**src/rtl/adder_pkg.sv**
```systemverilog
// adder_pkg: definitions shared by the serial adder slice.
//   state_t   - controller state encoding (IDLE/RUN/DONE)
//   MAX_WIDTH - largest supported operand width
package adder_pkg;

    localparam int unsigned MAX_WIDTH = 32;

    typedef enum logic [1:0] {
        ST_IDLE = 2'd0,
        ST_RUN  = 2'd1,
        ST_DONE = 2'd2
    } state_t;

endpackage

```
**src/rtl/fa_cell.sv**
```systemverilog
// fa_cell: 1-bit full adder made from two half adders plus an OR for carry.
// Purely combinational.
//   s  - sum bit x ^ y ^ ci
//   co - carry out, majority(x, y, ci)
//   x  - operand bit
//   y  - operand bit
//   ci - carry in
module fa_cell (
    output logic s,
    output logic co,
    input  logic x,
    input  logic y,
    input  logic ci
);

    logic s0;
    logic c0;
    logic c1;

    half_adder u_ha0 (
        .s  (s0),
        .co (c0),
        .x  (x),
        .y  (y)
    );

    half_adder u_ha1 (
        .s  (s),
        .co (c1),
        .x  (s0),
        .y  (ci)
    );

    // Both half-adder carries can never be high together, so OR is exact.
    assign co = c0 | c1;

endmodule

```
**src/rtl/half_adder.sv**
```systemverilog
// half_adder: 1-bit half adder, purely combinational.
//   s  - sum bit (x ^ y)
//   co - carry bit (x & y)
//   x  - input bit
//   y  - input bit
module half_adder (
    output logic s,
    output logic co,
    input  logic x,
    input  logic y
);

    assign s  = x ^ y;
    assign co = x & y;

endmodule

```
**src/rtl/serial_add_seq.sv**
```systemverilog
// serial_add_seq: bit-serial WIDTH-bit adder sharing one fa_cell, LSB first.
//   clk   - rising-edge clock
//   rst   - synchronous active-high reset
//   start - begin an add; accepted in IDLE or DONE
//   a, b  - operands, sampled only in the accepting cycle
//   busy  - high while the add runs (RUN state)
//   done  - one-cycle pulse when sum/cout are updated
//   sum   - registered result a+b mod 2^WIDTH, held until the next done
//   cout  - registered carry out of bit WIDTH-1
module serial_add_seq
    import adder_pkg::*;
#(
    parameter int unsigned WIDTH = 8
) (
    input  logic             clk,
    input  logic             rst,
    input  logic             start,
    input  logic [WIDTH-1:0] a,
    input  logic [WIDTH-1:0] b,
    output logic             busy,
    output logic             done,
    output logic [WIDTH-1:0] sum,
    output logic             cout
);

    localparam int unsigned      CNT_W = $clog2(WIDTH + 1);
    localparam logic [CNT_W-1:0] LAST  = CNT_W'(WIDTH - 1);

    if (WIDTH < 1 || WIDTH > MAX_WIDTH) begin : g_width_check
        $error("serial_add_seq: WIDTH out of range");
    end

    state_t           state;
    state_t           state_n;
    logic [WIDTH-1:0] sa;
    logic [WIDTH-1:0] sb;
    logic [WIDTH-1:0] r;
    logic [WIDTH-1:0] r_n;
    logic [WIDTH:0]   r_ext;
    logic [WIDTH-1:0] sum_q;
    logic             cout_q;
    logic             c;
    logic [CNT_W-1:0] cnt;
    logic             s;
    logic             co;
    logic             accept;

    fa_cell u_fa (
        .s  (s),
        .co (co),
        .x  (sa[0]),
        .y  (sb[0]),
        .ci (c)
    );

    always_comb begin
        accept  = start && (state == ST_IDLE || state == ST_DONE);
        // New bit enters at the MSB; the extra bit keeps WIDTH=1 legal.
        r_ext   = {s, r};
        r_n     = r_ext[WIDTH:1];
        state_n = state;
        unique case (state)
            ST_IDLE: if (start) state_n = ST_RUN;
            ST_RUN:  if (cnt == LAST) state_n = ST_DONE;
            ST_DONE: state_n = start ? ST_RUN : ST_IDLE;
            default: state_n = ST_IDLE;
        endcase
    end

    always_ff @(posedge clk) begin
        if (rst) state <= ST_IDLE;
        else     state <= state_n;
    end

    always_ff @(posedge clk) begin
        if (rst) begin
            sa     <= '0;
            sb     <= '0;
            r      <= '0;
            c      <= 1'b0;
            cnt    <= '0;
            sum_q  <= '0;
            cout_q <= 1'b0;
        end else if (accept) begin
            sa  <= a;
            sb  <= b;
            c   <= 1'b0;
            cnt <= '0;
        end else if (state == ST_RUN) begin
            sa  <= sa >> 1;
            sb  <= sb >> 1;
            r   <= r_n;
            c   <= co;
            cnt <= cnt + CNT_W'(1);
            if (cnt == LAST) begin
                sum_q  <= r_n;
                cout_q <= co;
            end
        end
    end

    assign busy = (state == ST_RUN);
    assign done = (state == ST_DONE);
    assign sum  = sum_q;
    assign cout = cout_q;

endmodule

```
**config.mk**
```make
export PLATFORM = sky130hd
export DESIGN_NAME = serial_add_seq
export DESIGN_NICKNAME = d
export VERILOG_FILES = /design/src/rtl/adder_pkg.sv /design/src/rtl/fa_cell.sv /design/src/rtl/half_adder.sv /design/src/rtl/serial_add_seq.sv
export SDC_FILE = /design/constraint.sdc
export NUM_CORES = 1
export LEC_CHECK = 0
export ABC_CLOCK_PERIOD_IN_PS = 1510
export CORE_ASPECT_RATIO = 1.1
export CORE_MARGIN = 4
export CORE_UTILIZATION = 51
export CTS_CLUSTER_SIZE = 28
export DETAILED_ROUTE_END_ITERATION = 7
export PLACE_DENSITY = 0.82
export SETUP_SLACK_MARGIN = 0.1
export SKIP_CTS_REPAIR_TIMING = 1
export SYNTH_ARGS = -nofsm -noshare
export SYNTH_HDL_FRONTEND = slang
export SYNTH_HIERARCHICAL = 1
export SYNTH_SLANG_ARGS = --single-unit
```
**constraint.sdc**
```tcl
create_clock -name clk -period 1.51 [get_ports clk]
set_input_delay 0.302 -clock clk [delete_from_list [all_inputs] [get_ports clk]]
set_output_delay 0.302 -clock clk [all_outputs]
set_load 0.02 [all_outputs]
```
# ---- Word-level counts from Yosys, hierarchy flattened
# Index checks and enable logic that the tools add are counted.
dict set report totals {
  word_cells 36
  out_inout_bits 11
  input_bits 19
  register_bits 40
}
dict set report classes {
  n_addsub 1
  reduce_logical 8
  eq_ne 5
  muxes 8
  bitwise_logic 6
}
# operator n
set ops {}
lappend ops {{8-bit two-way mux} 4}
lappend ops {{2-bit case mux with 3 select lines} 1}
lappend ops {{4-bit by 1-bit adder with 4-bit output (second input constant)} 1}
lappend ops {{4-bit by 3-bit equality test with 1-bit output (second input constant)} 1}
lappend ops {{2-bit two-way mux} 2}
lappend ops {{2-bit AND reduction} 2}
lappend ops {{3-bit AND reduction} 1}
lappend ops {{1-bit bitwise AND} 2}
lappend ops {{2-bit by 1-bit equality test with 1-bit output (second input constant)} 1}
lappend ops {{2-bit equality test (second input constant)} 1}
lappend ops {{2-bit logical NOT} 1}
lappend ops {{2-bit by 1-bit != test with 1-bit output (second input constant)} 1}
lappend ops {{2-bit != test (second input constant)} 1}
lappend ops {{2-bit nonzero test} 1}
lappend ops {{2-bit OR reduction} 1}
lappend ops {{1-bit XOR} 2}
lappend ops {{1-bit logical AND} 1}
lappend ops {{1-bit logical OR} 1}
lappend ops {{1-bit two-way mux} 1}
lappend ops {{1-bit inverter} 1}
lappend ops {{1-bit bitwise OR} 1}

# ---- Longest topological paths before layout
# Gate-level depths: netlist (run 1).
dict set report logic_depth {
  word_depth 5
  depth_mapped 5
  depth_no_buf 5
}

# ---- Cells and area by module
# The synthesis (run 1) kept the hierarchy.
# mod area_each_um2 cells_per_inst seq_area_each_um2 instances
set by_module_without_submodules {}
lappend by_module_without_submodules {serial_add_seq 1584.0 179 780.7 1}
lappend by_module_without_submodules {half_adder 12.5 1 0.0 2}
lappend by_module_without_submodules {fa_cell 6.3 1 0.0 1}

# ---- Worst setup path before layout (run 1)
# OpenSTA, ideal clock, no wires.
dict set report synth_path {
  kind {register to register}
  start {register sb[0]}
  end {register cout_q (netlist: cout)}
  stages_incl_launch_ff 6
  arrival_ps 1080
  setup_slack_ps 301
  setup_ps 129
  n_path_buf 0
  synth_period_minus_slack_ps 1209
  required_time_ps 1381
  cell_sequence {dfxtp_1 -> ha_1 -> ha_1 -> or2_1 -> nand2b_1 -> mux2i_1}
}
dict set report synth_via {
  elab_chain_cells 3
  word_cells_on_any_way 4
  classes_between {bitwise: 4}
}
# item line
set synth_rtl {}
lappend synth_rtl {{start: declaration} serial_add_seq.sv:36} ;# logic [WIDTH-1:0] sb;
lappend synth_rtl {{start signal: assignment} serial_add_seq.sv:91} ;# sb <= sb >> 1;
lappend synth_rtl {{1-bit XOR} half_adder.sv:13} ;# assign s = x ^ y;
lappend synth_rtl {{net u_fa.s0} fa_cell.sv:16} ;# logic s0;
lappend synth_rtl {{1-bit bitwise AND} half_adder.sv:14} ;# assign co = x & y;
lappend synth_rtl {{net u_fa.c1} fa_cell.sv:18} ;# logic c1;
lappend synth_rtl {{1-bit bitwise OR} fa_cell.sv:35} ;# assign co = c0 | c1;
lappend synth_rtl {{net co} serial_add_seq.sv:45} ;# logic co;
lappend synth_rtl {{end signal: assignment} serial_add_seq.sv:97} ;# cout_q <= co;
lappend synth_rtl {{end: declaration} serial_add_seq.sv:41} ;# logic cout_q;
# The timed path passes the listed nets, and every way through them passes these cells.
# A chain may end at the register's enable or synchronous reset.

# ---- Final worst setup path (run 1)
dict set report layout_path {
  start {register state[1]}
  end {output port busy}
}
dict set report layout_via {
  elab_chain_cells 1
}
# item line
set layout_rtl {}
lappend layout_rtl {{start: declaration} serial_add_seq.sv:33} ;# state_t state;
lappend layout_rtl {{start signal: assignment} serial_add_seq.sv:72} ;# else state <= state_n;
lappend layout_rtl {{2-bit by 1-bit equality test with 1-bit output} serial_add_seq.sv:102} ;# assign busy = (state == ST_RUN);
lappend layout_rtl {{end: declaration} serial_add_seq.sv:20} ;# output logic busy,
# No other way between the ends.

==> flow_metrics.tcl, run 1 <==
set metrics [dict create \
    syn_inst 182 \
    wl_per_cell_um 13.7 \
    fin_skew_ps 5.77 \
    tightest_slew_ps 297 \
    antenna_found_initial 0 \
    worstSetupPathType "flop to output pin" \
    dp_hpwl_mm 2.39 \
    die_x_um 61.7 \
    htree_levels 2 \
    synth-edff-count 0 \
    synth.yosys.warnings 6 \
    routed_wl_mm 3.46 \
    hold_class "flop to flop" \
    critical-path-max-stage-delay_ps 340 \
    fill_cells 251 \
    cp.required_ps 1210 \
    rsz0062_at_grt "yes" \
    synth_seq_cells 39 \
    syn_nets 204 \
    coreArea_um2 3050 \
    grt_pass1_wl_mm 5.85 \
    cts_buffer_depth 2 \
    synth.avg_cell_area_um2 8.88 \
    via_count 1380 \
    grt_usage_pct 19.4 \
    cts_buffers 5 \
    finalHoldViolations 0 \
    areaGrowthSynthToFinish_pct 27.3 \
    num_io_pins 30 \
    power_mw 1.87 \
    cp-end-kind "output pin" \
    leakage_nw 0.883 \
    holdWs_ps 470 \
    vdd_drop_max_mv 0.615 \
    drt_pre_antenna_iters 4 \
    p_per_area_nw_per_um2 910 \
    drc_errors 0 \
    grtUsageMet3_pct 5.23 \
    grt_pass1_vias 1368 \
    async_reset_ff_share_pct 0 \
    grt_max_degree 31 \
    cpMaxStageDelayCell "dfxtp_2" \
    drt_iter0_drc 98 \
    final_cell_mix "dfxtp_1, nand2_1, nand2b_1, clkdlybuf4s50_1, a21oi_1" \
    setup_viol 0 \
    final_common_cell "dfxtp_1" \
    die-area_um2 4130 \
    dieHeight_um 67.0 \
    ys.flop_type "dfxtp_1" \
    outcome "finished clean" \
    antenna_left 0 \
    maxCapViolations 0 \
    initial_utilization_pct 53.0 \
    grt_busiest_layer "met2" \
    final_nets 239 \
    ys_types 28 \
    clk_latency_ps 350 \
    syn-cell-area_um2 1620 \
    setup_slack_ps 134 \
    worst_ep_arrival_time_ps 1070 \
    clock-root-buffer "clkbuf_4" \
    gp_congestion 0.769 \
    grtUsageMet2_pct 33.2 \
    slew_violations 0 \
    dp_cells 241 \
    setup_tns_ps 0 \
    cp-start-kind "flop" \
    viasPerCell 5.48 \
    worst-r2r-setup-slack_ps 180 \
    fin_crit_sh_pct 91.1 \
    synth.yosys.seq_area_share_pct 48.3 \
    gr-usage-met1_pct 21.5 \
    clk_pin_slew_worst_paths_ps 110 \
    crit_chain "nand2b_2, clkinv_1, buf_2" \
    drive_gt1_share_pct 10.6 \
    rows 21 \
    crit_fanout 3 \
    fmax_mhz 727 \
    overflow 0 \
    fin_crit_ps 1380 \
    finalNonFillerCells 252 \
    slew_headroom_pct 80.2 \
    numClockSinks 39 \
    place_ws_ps 8.95 \
    num_antenna_cells 0 \
    cts_tree "yes" \
    numPortBuffers 29 \
]
cell families (layout without fill, tap and decap cells):
logic type,Yosys count,count (layout),share of synthesized area (%)
adders and majority gates,3,3,2.32
and+or+nand+nor,85,85,26.1
muxes,10,10,6.20
buffers and inverters,13,49,4.41
DFF,39,39,48.3
AOI/OAI and AO/OA,30,30,11.5
xor gates and xnor gates,2,2,1.08
per-stage QoR:
stage | cell area, µm² | util [%]
floorplan | 1620 | -
global placement | 1950 | 64.1
detailed placement | 1950 | 64.1
CTS | 2000 | 65.7
global route | 2060 | 67.4
finish | 2060 | 67.4
cell type report:
type	instances	area (µm²)	share of cell area (%)
Multi-Input combinational cell	130	763	37.1
Inverter	1	3.75	0.183
Timing Repair Buffer	40	410	20.0
Tap cell	34	42.5	2.07
Sequential cell	39	786	38.2
Clock inverter	1	5.00	0.243
Clock buffer	7	45.0	2.19
sequential cells by signal (all words and copies together), names as in the netlist:
name   count
r          7
sum        8
c          1
state      2
cout       1
cnt        4
sb         8
sa         8
cells in the mapped netlist, types with 2 or more instances:
| master | number | area share [%] |
|---|---|---|
| a21oi_1 | 15 | 4.6 |
| a22oi_1 | 3 | 1.4 |
| a311oi_1 | 6 | 3.3 |
| buf_2 | 6 | 1.9 |
| buf_4 | 2 | 0.93 |
| clkbuf_1 | 2 | 0.46 |
| dfxtp_1 | 39 | 48 |
| ha_1 | 3 | 2.3 |
| mux2i_1 | 10 | 6.2 |
| nand2_1 | 31 | 7.2 |
| nand2b_1 | 20 | 7.7 |
| nand3_1 | 5 | 1.5 |
| nand3b_1 | 2 | 0.93 |
| nor2_1 | 9 | 2.1 |
| nor3_1 | 12 | 3.7 |
| o22ai_1 | 5 | 1.9 |
worst paths after layout:
| kind | start | end | cells past startpoint |
|---|---|---|---|
| setup / recovery | state[1] | busy | 3 |
| hold / removal | r[1] | r[1] | 2 |
| setup reg to reg | cnt[0] | sum[3] | 5 |
| hold reg to reg | r[1] | r[1] | 2 |
worst max-delay path: cells and delay by family (launching register included):
kind / cells / cell delay (ps)
buffers and inverters: 2 / 210
AND/OR/NAND/NOR: 1 / 180
flip-flops: 1 / 340
routing by layer:
| metal | vias up | part of all wire, % |
|---|---|---|
| met5 | - | 0 |
| met4 | 0 | 2.1 |
| met3 | 7 | 5.1 |
| met2 | 34 | 51 |
| met1 | 649 | 41 |
| li1 | 690 | - |
power by group:
part	switching, mW	internal (mW)	leakage [nW]
Sequential	0.0280	1.07	0.319
Combinational	0.129	0.124	0.535
Clock	0.335	0.182	0.0293
Power figures use the tool's default switching activity.
==> inputs of run 2 (changes only) <==
--- a/config.mk
+++ b/config.mk
@@ -5,13 +5,15 @@
 export SDC_FILE = /design/constraint.sdc
 export NUM_CORES = 1
 export LEC_CHECK = 0
-export ABC_CLOCK_PERIOD_IN_PS = 1510
+export ABC_AREA = 1
+export ABC_CLOCK_PERIOD_IN_PS = 1200
 export CORE_ASPECT_RATIO = 1.1
 export CORE_MARGIN = 4
-export CORE_UTILIZATION = 51
+export CORE_UTILIZATION = 47
 export CTS_CLUSTER_SIZE = 28
 export DETAILED_ROUTE_END_ITERATION = 7
-export PLACE_DENSITY = 0.82
+export PLACE_DENSITY = 0.79
+export RECOVER_POWER = 50
 export SETUP_SLACK_MARGIN = 0.1
 export SKIP_CTS_REPAIR_TIMING = 1
 export SYNTH_ARGS = -nofsm -noshare
==> constraint.sdc (replaced) <==
create_clock -name clk -period 1.2 [get_ports clk]
set_input_delay 0.24 -clock clk [delete_from_list [all_inputs] [get_ports clk]]
set_output_delay 0.24 -clock clk [all_outputs]
set_load 0.02 [all_outputs]
==> flow_metrics.tcl, run 2 <==
set metrics [dict create \
    grtUsageMet2_pct 28.3 \
    overflow 0 \
    num_antenna_cells 0 \
    areaGrowthSynthToFinish_pct 38.6 \
    final_nets 318 \
    grt_busiest_layer "met2" \
    setup_slack_ps -30.6 \
    worst_ep_arrival_time_ps 1480 \
    dp_hpwl_mm 2.81 \
    fin_crit_ps 1230 \
    crit_top_cell "nand2_2" \
    coreArea_um2 3680 \
    grtUsageMet3_pct 6.16 \
    outcome "finished, violations left" \
    tightest_slew_ps 335 \
    gp_congestion 0.805 \
    netlist_top_cells_area "dfxtp_1, nand2_1, inv_1" \
    syn_inst 247 \
    holdWs_ps 453 \
    finalHoldViolations 0 \
    synth_top_area_cell "dfxtp_1" \
    design_area_um2 2500 \
    leakage_nw 1.13 \
    synth_seq_cells 39 \
    pwr-share-seq_pct 48.9 \
    fin_crit_sh_pct 103 \
    power_mw 2.89 \
    drc_errors 0 \
    rows 23 \
    numPortBuffers 29 \
    syn_nets 269 \
    p_per_area_nw_per_um2 1160 \
    synth.avg_cell_area_um2 7.30 \
    worstSetupPathType "flop to flop" \
    antenna_left 0 \
    grt_pass1_wl_mm 6.50 \
    grt_usage_pct 17.6 \
    clkPwrFrac_pct 31.1 \
    crit_chain "buf_8, inv_8, nand2_8, nand2_4, clkinvlp_4, nand2_2, nand2_2, nor2_2" \
    cp_num_buf_inv 3 \
    fmax_mhz 813 \
    antenna_found_initial 0 \
    post_dp_cell_area_um2 2180 \
    drive_gt1_share_pct 29.6 \
    cell_internal_pwr_mw 2.05 \
    die_x_um 67.1 \
    drt_iter0_drc 78 \
    initial_utilization_pct 49.0 \
    cts_tree "yes" \
    syn-cell-area_um2 1800 \
    p_switching_mw 0.843 \
    cts_buffer_depth 2 \
    ys_types 21 \
    setup_viol 4 \
    place_ws_ps -267 \
    crit_fanout 6 \
    finalNonFillerCells 347 \
    htree_levels 2 \
    pwr-share-comb_pct 20.0 \
    synth.yosys.warnings 6 \
    clock-root-buffer "clkbuf_8" \
    die-area_um2 4900 \
    num_io_pins 30 \
    fin_skew_ps 3.71 \
    ys.flop_type "dfxtp_1" \
    dp_cells 331 \
    grt_max_degree 17 \
    cp.required_ps 1450 \
    worst-r2r-setup-slack_ps -30 \
    routed_wl_mm 4.56 \
    maxCapViolations 0 \
    async_reset_ff_share_pct 0 \
    final_util_pct 67.9 \
    final_cell_mix "nand2_1, inv_1, dfxtp_1, nor2_1, nand3_1" \
    synth.yosys.seq_area_share_pct 43.3 \
    viasPerCell 4.88 \
    critical-path-max-stage-delay_ps 370 \
    vdd_drop_max_mv 0.801 \
    final_common_cell "nand2_1" \
    slew_violations 0 \
    clk_pin_slew_worst_paths_ps 80 \
    critical-path-top-delay-family "simple AND/OR/NAND/NOR gates" \
    drt_pre_antenna_iters 4 \
    wl_per_cell_um 13.1 \
    yosysMostFrequentCell "nand2_1" \
    synth-edff-count 0 \
    yosysTopAreaCellShare_pct 43.3 \
    dieHeight_um 73.0 \
    cpMaxStageDelayCell "dfxtp_4" \
    synthTopCellsByCount "nand2_1, dfxtp_1, inv_1" \
    rsz0062_at_grt "yes" \
    switching_share_pct 29.2 \
    gr-usage-met1_pct 21.1 \
    clk_latency_ps 300 \
    cp-end-kind "flop" \
    hold_class "flop to flop" \
    cts_buffers 5 \
    cp-start-kind "flop" \
    via_count 1692 \
    violations "setup timing" \
    setup_tns_ps -62.3 \
    slew_headroom_pct 77.6 \
    grt_pass1_vias 1532 \
    numClockSinks 39 \
]
-- run 2: changes by cell type in the layout (fill, tap and decap cells not counted), moves of 12 or more --
cell	delta
inv_1	+36
nand2_1	+13
nand2b_1	-20
nand3_1	+14
nor2_1	+18
nor3_1	-12
-- run 2: cells by family after synthesis --
kind of cell / Yosys count / synth area share, %
simple gates: 110 / 27.6
buf+inv: 52 / 14.3
compound gates: 43 / 12.8
flops: 39 / 43.3
fa+ha+maj: 3 / 2.08
-- run 2: worst min-delay path, stage by stage, from the launching register on --
cell and delay (ps):
dfxtp_1 300, inv_1 60, a21oi_1 50
-- run 2: routing by layer --
metal | routed length [µm] | share of wire [%]
met5 | 0 | 0
met1 | 1840 | 40
met4 | 101 | 2.2
met2 | 2410 | 53
met3 | 199 | 4.4
-- run 2: area by class of cell --
| class | instances | area [µm²] |
|---|---|---|
| Sequential cell | 39 | 788 |
| Tap cell | 50 | 62.6 |
| Inverter | 42 | 171 |
| Fill cell | 312 | 1180 |
| Timing Repair Buffer | 50 | 478 |
| Multi-Input combinational cell | 158 | 911 |
| Clock buffer | 5 | 68.8 |
| Clock inverter | 3 | 20.0 |
-- run 2: worst paths after layout --
| kind | to | depth (start not counted) | from |
|---|---|---|---|
| setup / recovery | sb[2] | 8 | state[0] |
| hold / removal | r[1] | 2 | r[1] |
| setup reg to reg | sb[2] | 8 | state[0] |
| hold reg to reg | r[1] | 2 | r[1] |
-- run 2: power groups by stage --
stage                     clock network (mW)  registers, mW  logic [mW]
after global placement                     0           1.43       0.399
after detailed placement                   0           1.44       0.410
final                                  0.899           1.42       0.578
after floorplan                            0           1.42       0.296
after global routing                   0.984           1.42       0.634
after CTS                              0.925           1.41       0.413
